### src/rtl/lif_pkg.sv
// rtl/lif_pkg.sv - shared types and helpers for the LIF neuron array
package lif_pkg;

  typedef enum logic [1:0] {
    ST_IDLE = 2'd0,
    ST_RUN  = 2'd1,
    ST_DONE = 2'd2
  } state_e;

  localparam logic RST_ZERO = 1'b0;
  localparam logic RST_SUB  = 1'b1;

  // Neuron index width, never narrower than one bit.
  function automatic int idx_w(input int n);
    return (n <= 2) ? 1 : $clog2(n);
  endfunction

endpackage

### src/rtl/lif_update.sv
// rtl/lif_update.sv - combinational leak/integrate/fire step for one neuron
module lif_update
  import lif_pkg::*;
#(
  parameter int IN_W       = 4,
  parameter int STATE_W    = 8,
  parameter int LEAK_SHIFT = 3,
  parameter int REFRAC_W   = 3
) (
  input  logic [STATE_W-1:0]  v,
  input  logic [REFRAC_W-1:0] r,
  input  logic [IN_W-1:0]     x,
  input  logic [STATE_W-1:0]  threshold,
  input  logic [REFRAC_W-1:0] refrac_cycles,
  input  logic                reset_mode,
  output logic [STATE_W-1:0]  v_next,
  output logic [REFRAC_W-1:0] r_next,
  output logic                spike
);

  logic [STATE_W-1:0] w_leaked;
  logic [STATE_W:0]   w_sum;
  logic [STATE_W-1:0] w_sat;

  // v >> LEAK_SHIFT never exceeds v, so the leak cannot underflow.
  assign w_leaked = v - (v >> LEAK_SHIFT);
  assign w_sum    = {1'b0, w_leaked} + {{(STATE_W + 1 - IN_W){1'b0}}, x};
  assign w_sat    = w_sum[STATE_W] ? {STATE_W{1'b1}} : w_sum[STATE_W-1:0];

  always_comb begin
    v_next = v;
    r_next = r;
    spike  = 1'b0;
    if (r != '0) begin
      r_next = r - REFRAC_W'(1);
    end else if (w_sat >= threshold) begin
      spike  = 1'b1;
      v_next = (reset_mode == RST_SUB) ? (w_sat - threshold) : '0;
      r_next = refrac_cycles;
    end else begin
      v_next = w_sat;
    end
  end

endmodule

### src/rtl/lif_array.sv
// rtl/lif_array.sv - time-multiplexed array of leaky integrate-and-fire neurons
module lif_array
  import lif_pkg::*;
#(
  parameter int N_NEURONS  = 4,
  parameter int IN_W       = 4,
  parameter int STATE_W    = 8,
  parameter int LEAK_SHIFT = 3,
  parameter int REFRAC_W   = 3
) (
  input  logic                      clk,
  input  logic                      rst,
  input  logic                      in_valid,
  output logic                      in_ready,
  input  logic [N_NEURONS*IN_W-1:0] in_data,
  input  logic [STATE_W-1:0]        threshold,
  input  logic [REFRAC_W-1:0]       refrac_cycles,
  input  logic                      reset_mode,
  output logic                      out_valid,
  input  logic                      out_ready,
  output logic [N_NEURONS-1:0]      spikes
);

  localparam int IDX_W = idx_w(N_NEURONS);

  state_e               r_state;
  state_e               w_state_next;
  logic [IDX_W-1:0]     r_idx;
  logic [STATE_W-1:0]   r_mem [N_NEURONS];
  logic [REFRAC_W-1:0]  r_ref [N_NEURONS];
  logic [IN_W-1:0]      r_x   [N_NEURONS];
  logic [STATE_W-1:0]   r_thr;
  logic [REFRAC_W-1:0]  r_refc;
  logic                 r_mode;
  logic [N_NEURONS-1:0] r_spikes;

  logic                 w_last;
  logic [STATE_W-1:0]   w_v_next;
  logic [REFRAC_W-1:0]  w_r_next;
  logic                 w_spike;

  assign w_last    = (r_idx == IDX_W'(N_NEURONS - 1));
  assign in_ready  = (r_state == ST_IDLE);
  assign out_valid = (r_state == ST_DONE);
  assign spikes    = r_spikes;

  lif_update #(
    .IN_W       (IN_W),
    .STATE_W    (STATE_W),
    .LEAK_SHIFT (LEAK_SHIFT),
    .REFRAC_W   (REFRAC_W)
  ) u_update (
    .v             (r_mem[r_idx]),
    .r             (r_ref[r_idx]),
    .x             (r_x[r_idx]),
    .threshold     (r_thr),
    .refrac_cycles (r_refc),
    .reset_mode    (r_mode),
    .v_next        (w_v_next),
    .r_next        (w_r_next),
    .spike         (w_spike)
  );

  always_ff @(posedge clk) begin
    if (rst) r_state <= ST_IDLE;
    else     r_state <= w_state_next;
  end

  always_comb begin
    w_state_next = r_state;
    case (r_state)
      ST_IDLE: if (in_valid)  w_state_next = ST_RUN;
      ST_RUN:  if (w_last)    w_state_next = ST_DONE;
      ST_DONE: if (out_ready) w_state_next = ST_IDLE;
      default:                w_state_next = ST_IDLE;
    endcase
  end

  // Config is captured at accept so mid-timestep input changes are ignored.
  always_ff @(posedge clk) begin
    if (rst) begin
      r_idx    <= '0;
      r_spikes <= '0;
      r_thr    <= '0;
      r_refc   <= '0;
      r_mode   <= RST_ZERO;
      for (int i = 0; i < N_NEURONS; i++) begin
        r_mem[i] <= '0;
        r_ref[i] <= '0;
        r_x[i]   <= '0;
      end
    end else begin
      case (r_state)
        ST_IDLE: begin
          if (in_valid) begin
            r_idx    <= '0;
            r_spikes <= '0;
            r_thr    <= threshold;
            r_refc   <= refrac_cycles;
            r_mode   <= reset_mode;
            for (int i = 0; i < N_NEURONS; i++) r_x[i] <= in_data[i*IN_W +: IN_W];
          end
        end
        ST_RUN: begin
          r_mem[r_idx]    <= w_v_next;
          r_ref[r_idx]    <= w_r_next;
          r_spikes[r_idx] <= w_spike;
          if (!w_last) r_idx <= r_idx + IDX_W'(1);
        end
        default: ;
      endcase
    end
  end

endmodule

### config.mk
export PLATFORM = sky130hd
export DESIGN_NAME = lif_array
export DESIGN_NICKNAME = d
export VERILOG_FILES = /design/src/rtl/lif_pkg.sv /design/src/rtl/lif_update.sv /design/src/rtl/lif_array.sv
export SDC_FILE = /design/constraint.sdc
export NUM_CORES = 1
export LEC_CHECK = 0
export CAP_MARGIN = 10
export CORE_MARGIN = 3
export CORE_UTILIZATION = 39
export DETAILED_ROUTE_END_ITERATION = 12
export GPL_TIMING_DRIVEN = 0
export PLACE_DENSITY = 0.65
export SYNTH_ARGS = -nofsm -noshare
export SYNTH_HDL_FRONTEND = slang
export SYNTH_SLANG_ARGS = --single-unit
### constraint.sdc
create_clock -name clk -period 6.75 [get_ports clk]
set_clock_uncertainty 0.2 [all_clocks]
set_input_delay 0.675 -clock clk [delete_from_list [all_inputs] [get_ports clk]]
set_output_delay 0.675 -clock clk [all_outputs]
set_load 0.05 [all_outputs]
; Word-level counts from Yosys, hierarchy flattened
; Memory sizes are Yosys's and may differ from the RTL's. A register that Yosys moved wholly into a read port is not among the register bits.
; Index checks and enable logic that the tools add are counted.
[totals]
ff_bits = 20
mem_bits_rw = 60
in_bits = 32
elab_cells = 83
mem_count = 3
[mem_list]
columns = memory, words, width, rd, rd_ports_with_merged_regs, wr, line
row1 = r_mem, 4, 8, 1, 1, 4, lif_array.sv:29  ; logic [STATE_W-1:0] r_mem [N_NEURONS];
row2 = r_x, 4, 4, 1, 1, 4, lif_array.sv:31  ; logic [IN_W-1:0] r_x [N_NEURONS];
row3 = r_ref, 4, 3, 1, 1, 4, lif_array.sv:30  ; logic [REFRAC_W-1:0] r_ref [N_NEURONS];
[op_classes]
addsub = 5
n_lt_le_gt_ge = 3
n_eq_ne = 7
n_mux = 45
n_bitwise = 4
n_reduce_logical = 10
[op_table]
columns = op, n
row1 = $mux 8, 5
row2 = $mux 2, 13
row3 = $mux 4, 5
row4 = $mux 1, 14
row5 = $add 8x4->9, 1
row6 = $mux 3, 3
row7 = $ge 8x8->1, 1
row8 = $pmux 4 s2, 1
row9 = $reduce_or 8->1, 1
row10 = $sub 8x5->8, 1
row11 = $sub 8x8->8, 1
row12 = $ne 2x2->1 const B, 3
row13 = $pmux 2 s3, 1
row14 = $reduce_and 3->1, 2
row15 = $bwmux 4, 1
row16 = $eq 2x2->1 const B, 2
row17 = $or 1x1->1, 4
row18 = $pmux 2 s2, 1
row19 = $reduce_and 2->1, 2
row20 = $lt 2x3->1 const B, 1
row21 = $reduce_bool 3->1, 1
row22 = $reduce_or 3->1, 1
row23 = $sub 3x1->3 const B, 1
row24 = $add 2x1->2 const B, 1
row25 = 7 further kinds, 7

; Logic depth before layout (Yosys ltp)
[logic_depth]
ltp_word = 8
ltp_mapped = 24
ltp_nobuf = 21

; Hierarchy
; Synthesis repeated with hierarchy kept, for this count alone.
[hier_totals]
cells_unflattened = 439
hier_area_um2 = 4794.6
[by_module_without_submodules]
columns = module, instances, cells_per_inst, area_per_inst_um2, seq_area_each_um2
row1 = lif_array, 1, 260, 3547.2, 2242.2
row2 = lif_update, 1, 179, 1247.4, 0.0

; Least setup slack after synthesis
; OpenSTA, ideal clock, no wires.
[synth_timing]
kind = reg-to-reg
start = register with a tool-made name
end = memory r_mem[0][0] (data pin)
setup_time_ps = 274
t_arrival_ps = 5634
required_time_ps = 6276
slack_ps = 642
path_stages_with_launch = 24
cell_sequence = dfxtp_1 > buf_6 > buf_1 > mux4_2 > inv_1 > ha_1 > inv_1 > fa_1 > xor2_1 > ha_1 > nor2b_1 > o21a_1 > o211ai_1 > a21oi_4 > a21oi_1 > ha_1 > inv_1 > fa_1 > a211oi_1 > o21ai_0 > a21oi_1 > o21ai_1 > a211oi_1 > nor3_1
[synth_lines]
columns = element, line
row1 = to (decl), lif_array.sv:29

==> results.sh <==
export IMPL_grt_first_pass_wirelength_um=17940
export IMPL_synth_distinct_cells=55
export IMPL_synthArstFlopShare_pct=0
export IMPL_first_global_vias=3646
export IMPL_highest_layer="met4"
export IMPL_hold_viol_final=0
export IMPL_required_ns=6.69
export IMPL_dp_cells=615
export IMPL_antenna_cells=0
export IMPL_cts_tree="built"
export IMPL_cts_made_buffers=9
export IMPL_cts_sinks=82
export IMPL_multi_input_area_mm2=0.002273
export IMPL_vias_per_cell=5.691
export IMPL_period_needed_ns=6.419
export IMPL_min_from="r_thr[5]$_SDFFE_PP0P_"
export IMPL_drive_above_1_share_pct=10.02
export IMPL_std_cell_rows=39
export IMPL_avgSynthCellArea_um2=10.74
export IMPL_cp_common_cell="inv_1"
export IMPL_grt_total_usage_pct=17.49
export IMPL_critPathArrivalTime_ns=6.36
export IMPL_start_kind="flip-flop"
export IMPL_ys_warn_count=0
export IMPL_layoutNonFillerInstCount=632
export IMPL_path_max_fanout=10
export IMPL_clk_latency_ns=0.34
export IMPL_grt_overflow=0
export IMPL_syn_inst=436
export IMPL_crit_type="flip-flop to flip-flop"
export IMPL_synth_top_cell_by_area="edfxtp_1"
export IMPL_drt_drc_violations_left=0
export IMPL_die_x_um=115.6
export IMPL_regArea_mm2=0.002242
export IMPL_hp_class="flip-flop to flip-flop"
export IMPL_portBuffers=36
export IMPL_synth_seq_cells=82
export IMPL_path_clk_slew_ns=0.06
export IMPL_power_leakage_uw=0.002037
export IMPL_peakVddDrop_mv=0.1339
export IMPL_route_met3_wl_um=498
export IMPL_htree_num_levels=3
export IMPL_die_h_um=115.6
export IMPL_synth_main_ff_cell="edfxtp_1"
export IMPL_vias=3597
export IMPL_gp_congestion=0.8334
export IMPL_wl_per_cell_um=17.59
export IMPL_cts_max_path_buffers=2
export IMPL_tightest_slew_ns=0.9391
export IMPL_grt_start_max_net_pins=17
export IMPL_max_cap_violations=0
export IMPL_routed_wl_um=11120
export IMPL_hold_buffers=0
export IMPL_critPathMaxStageDelay_ns=0.70
export IMPL_seq_area_frac_synth_pct=47.90
export IMPL_drt_first_pass_iters=5
export IMPL_m1WireLength_um=4836
export IMPL_status="finished, final reports clean"
export IMPL_dieArea_mm2=0.01335
export IMPL_core_mm2=0.01156
export IMPL_rsz0062_at_grt="false"
export IMPL_nFillCells=1048
export IMPL_wl_met2_um=5547
export IMPL_synth_edf_count=60
export IMPL_syn_area_mm2=0.004681
export IMPL_io_pins=38
export IMPL_fin_nets=542
export IMPL_report_final_slew_viol_count=0
export IMPL_antenna_left=0
export IMPL_final_common_cell="edfxtp_1"
export IMPL_final_cell_mix="edfxtp_1, nand2_1, clkdlybuf4s50_1"
export IMPL_cp_slowest_cell="o21ai_1"
export IMPL_root_buffer="clkbuf_16"
export IMPL_end_kind="flip-flop"
export IMPL_place_hpwl_um=8118
export IMPL_path_cells="clkbuf_4 -> mux4_2 -> inv_1 -> ha_1 -> inv_1 -> fa_1 -> inv_1 -> fa_1 -> nor2b_1 -> o21a_1 -> o211ai_1 -> buf_4 -> a21oi_4 -> a21oi_1 -> ha_1 -> inv_1 -> fa_1 -> a211oi_1 -> o21ai_0 -> a21oi_2 -> o21ai_1 -> o221a_2 -> nor4b_1"
export IMPL_synth_nets=494
export IMPL_ys_top_cells_by_area="edfxtp_1, dfxtp_1, mux4_2"
export IMPL_fin_crit_sh_pct=95.10
export IMPL_dr_first_iter_drc_count=372
export IMPL_power_total_uw=1786
export IMPL_fmax_mhz=155.8
export IMPL_synth_top_area_share_pct=38.49
export IMPL_area_delta_synth_final_pct=18.58
export IMPL_start_util_pct=40.47
export IMPL_setup_viol=0
export IMPL_antenna_found_initial=0
export IMPL_maxSlewHeadroom_pct=37.39
export IMPL_power_density_mw_per_mm2=321.7
export IMPL_hold_worst_slack_ns=0.2578
## worst max-delay path: cells and delay by family, from the launching register on
kind / cells / cell delay (ns)
compound gates: 9 / 2.41
fa+ha+maj: 5 / 1.59
buf+inv: 6 / 0.76
flops: 1 / 0.51
simple gates: 2 / 0.38
mux: 1 / 0.35
## worst paths after layout
path	to	cells past startpoint	slack (ns)
hold reg to reg	r_thr[5]$_SDFFE_PP0P_	2	0.26
setup reg to reg	r_ref[2][2]$_SDFFCE_PN0P_	23	0.33
setup / recovery	r_ref[2][2]$_SDFFCE_PN0P_	23	0.33
hold / removal	r_thr[5]$_SDFFE_PP0P_	2	0.26
## per-layer routing
metal	up-vias	global-route usage (%)
met3	19	3.708
met2	90	28.55
met5	-	0
met4	0	6.808
li1	1715	-
met1	1773	22.91
## flip-flops by register name, indices dropped and copies added, names as in the netlist, named ones only
signal / cells
spikes: 4
r_x: 16
r_thr: 8
r_mem: 32
r_refc: 3
r_mode: 1
r_state: 2
r_ref: 12
r_idx: 2
## logic make-up (layout without fill, tap and decap cells)
kind of cell / after synthesis / after routing / synth area share [%]
xor gates and xnor gates: 9 / 9 / 1.978
and+or+nand+nor: 157 / 157 / 16.55
muxes: 18 / 18 / 7.886
adders and majority gates: 26 / 26 / 7.431
AOI/OAI and AO/OA: 97 / 97 / 14.33
DFF: 82 / 82 / 47.90
buffers and inverters: 47 / 100 / 3.930
## cell usage after synthesis (13+ instances only)
master and number:
a211oi_1 16, nor3_1 23, clkbuf_1 13, inv_1 32, o21ai_0 13, mux4_2 15, edfxtp_1 60, ha_1 23
and2_1 18, nor2_1 29, a21oi_1 27, nand2_1 43, dfxtp_1 22
## through the flow
step | worst slack (ns) | utilization (%) | area (µm²) | setup TNS [ns]
global placement | -0.6134 | 45.14 | 5220 | -17.80
finish | 0.3306 | 47.99 | 5550 | 0
detailed placement | -0.6629 | 45.14 | 5220 | -19.41
floorplan | 0.6421 | - | 4681 | 0
global route | 0.02957 | 47.99 | 5550 | 0
CTS | 0.02639 | 47.74 | 5522 | 0
## cell type report
type	count	share of cell area, %
clock buffer	9	4.058
inverter	32	2.164
tap	143	3.224
buffer	14	1.217
clock inverter	7	1.217
sequential	82	40.40
timing repair buffer	38	6.763
multi-input combinational	307	40.96
## what timing repair did
item,CTS,global route
setup endpoints to repair,48,36
gates resized for setup,5,6
pin swaps,1,1
buffers inserted,0,2
hold endpoints to repair,0,0
## where the power goes
part           internal, µW  switching, µW
clock                   285            201
sequential              577           12.2
combinational           265            445
Power figures use the tool's default switching activity.
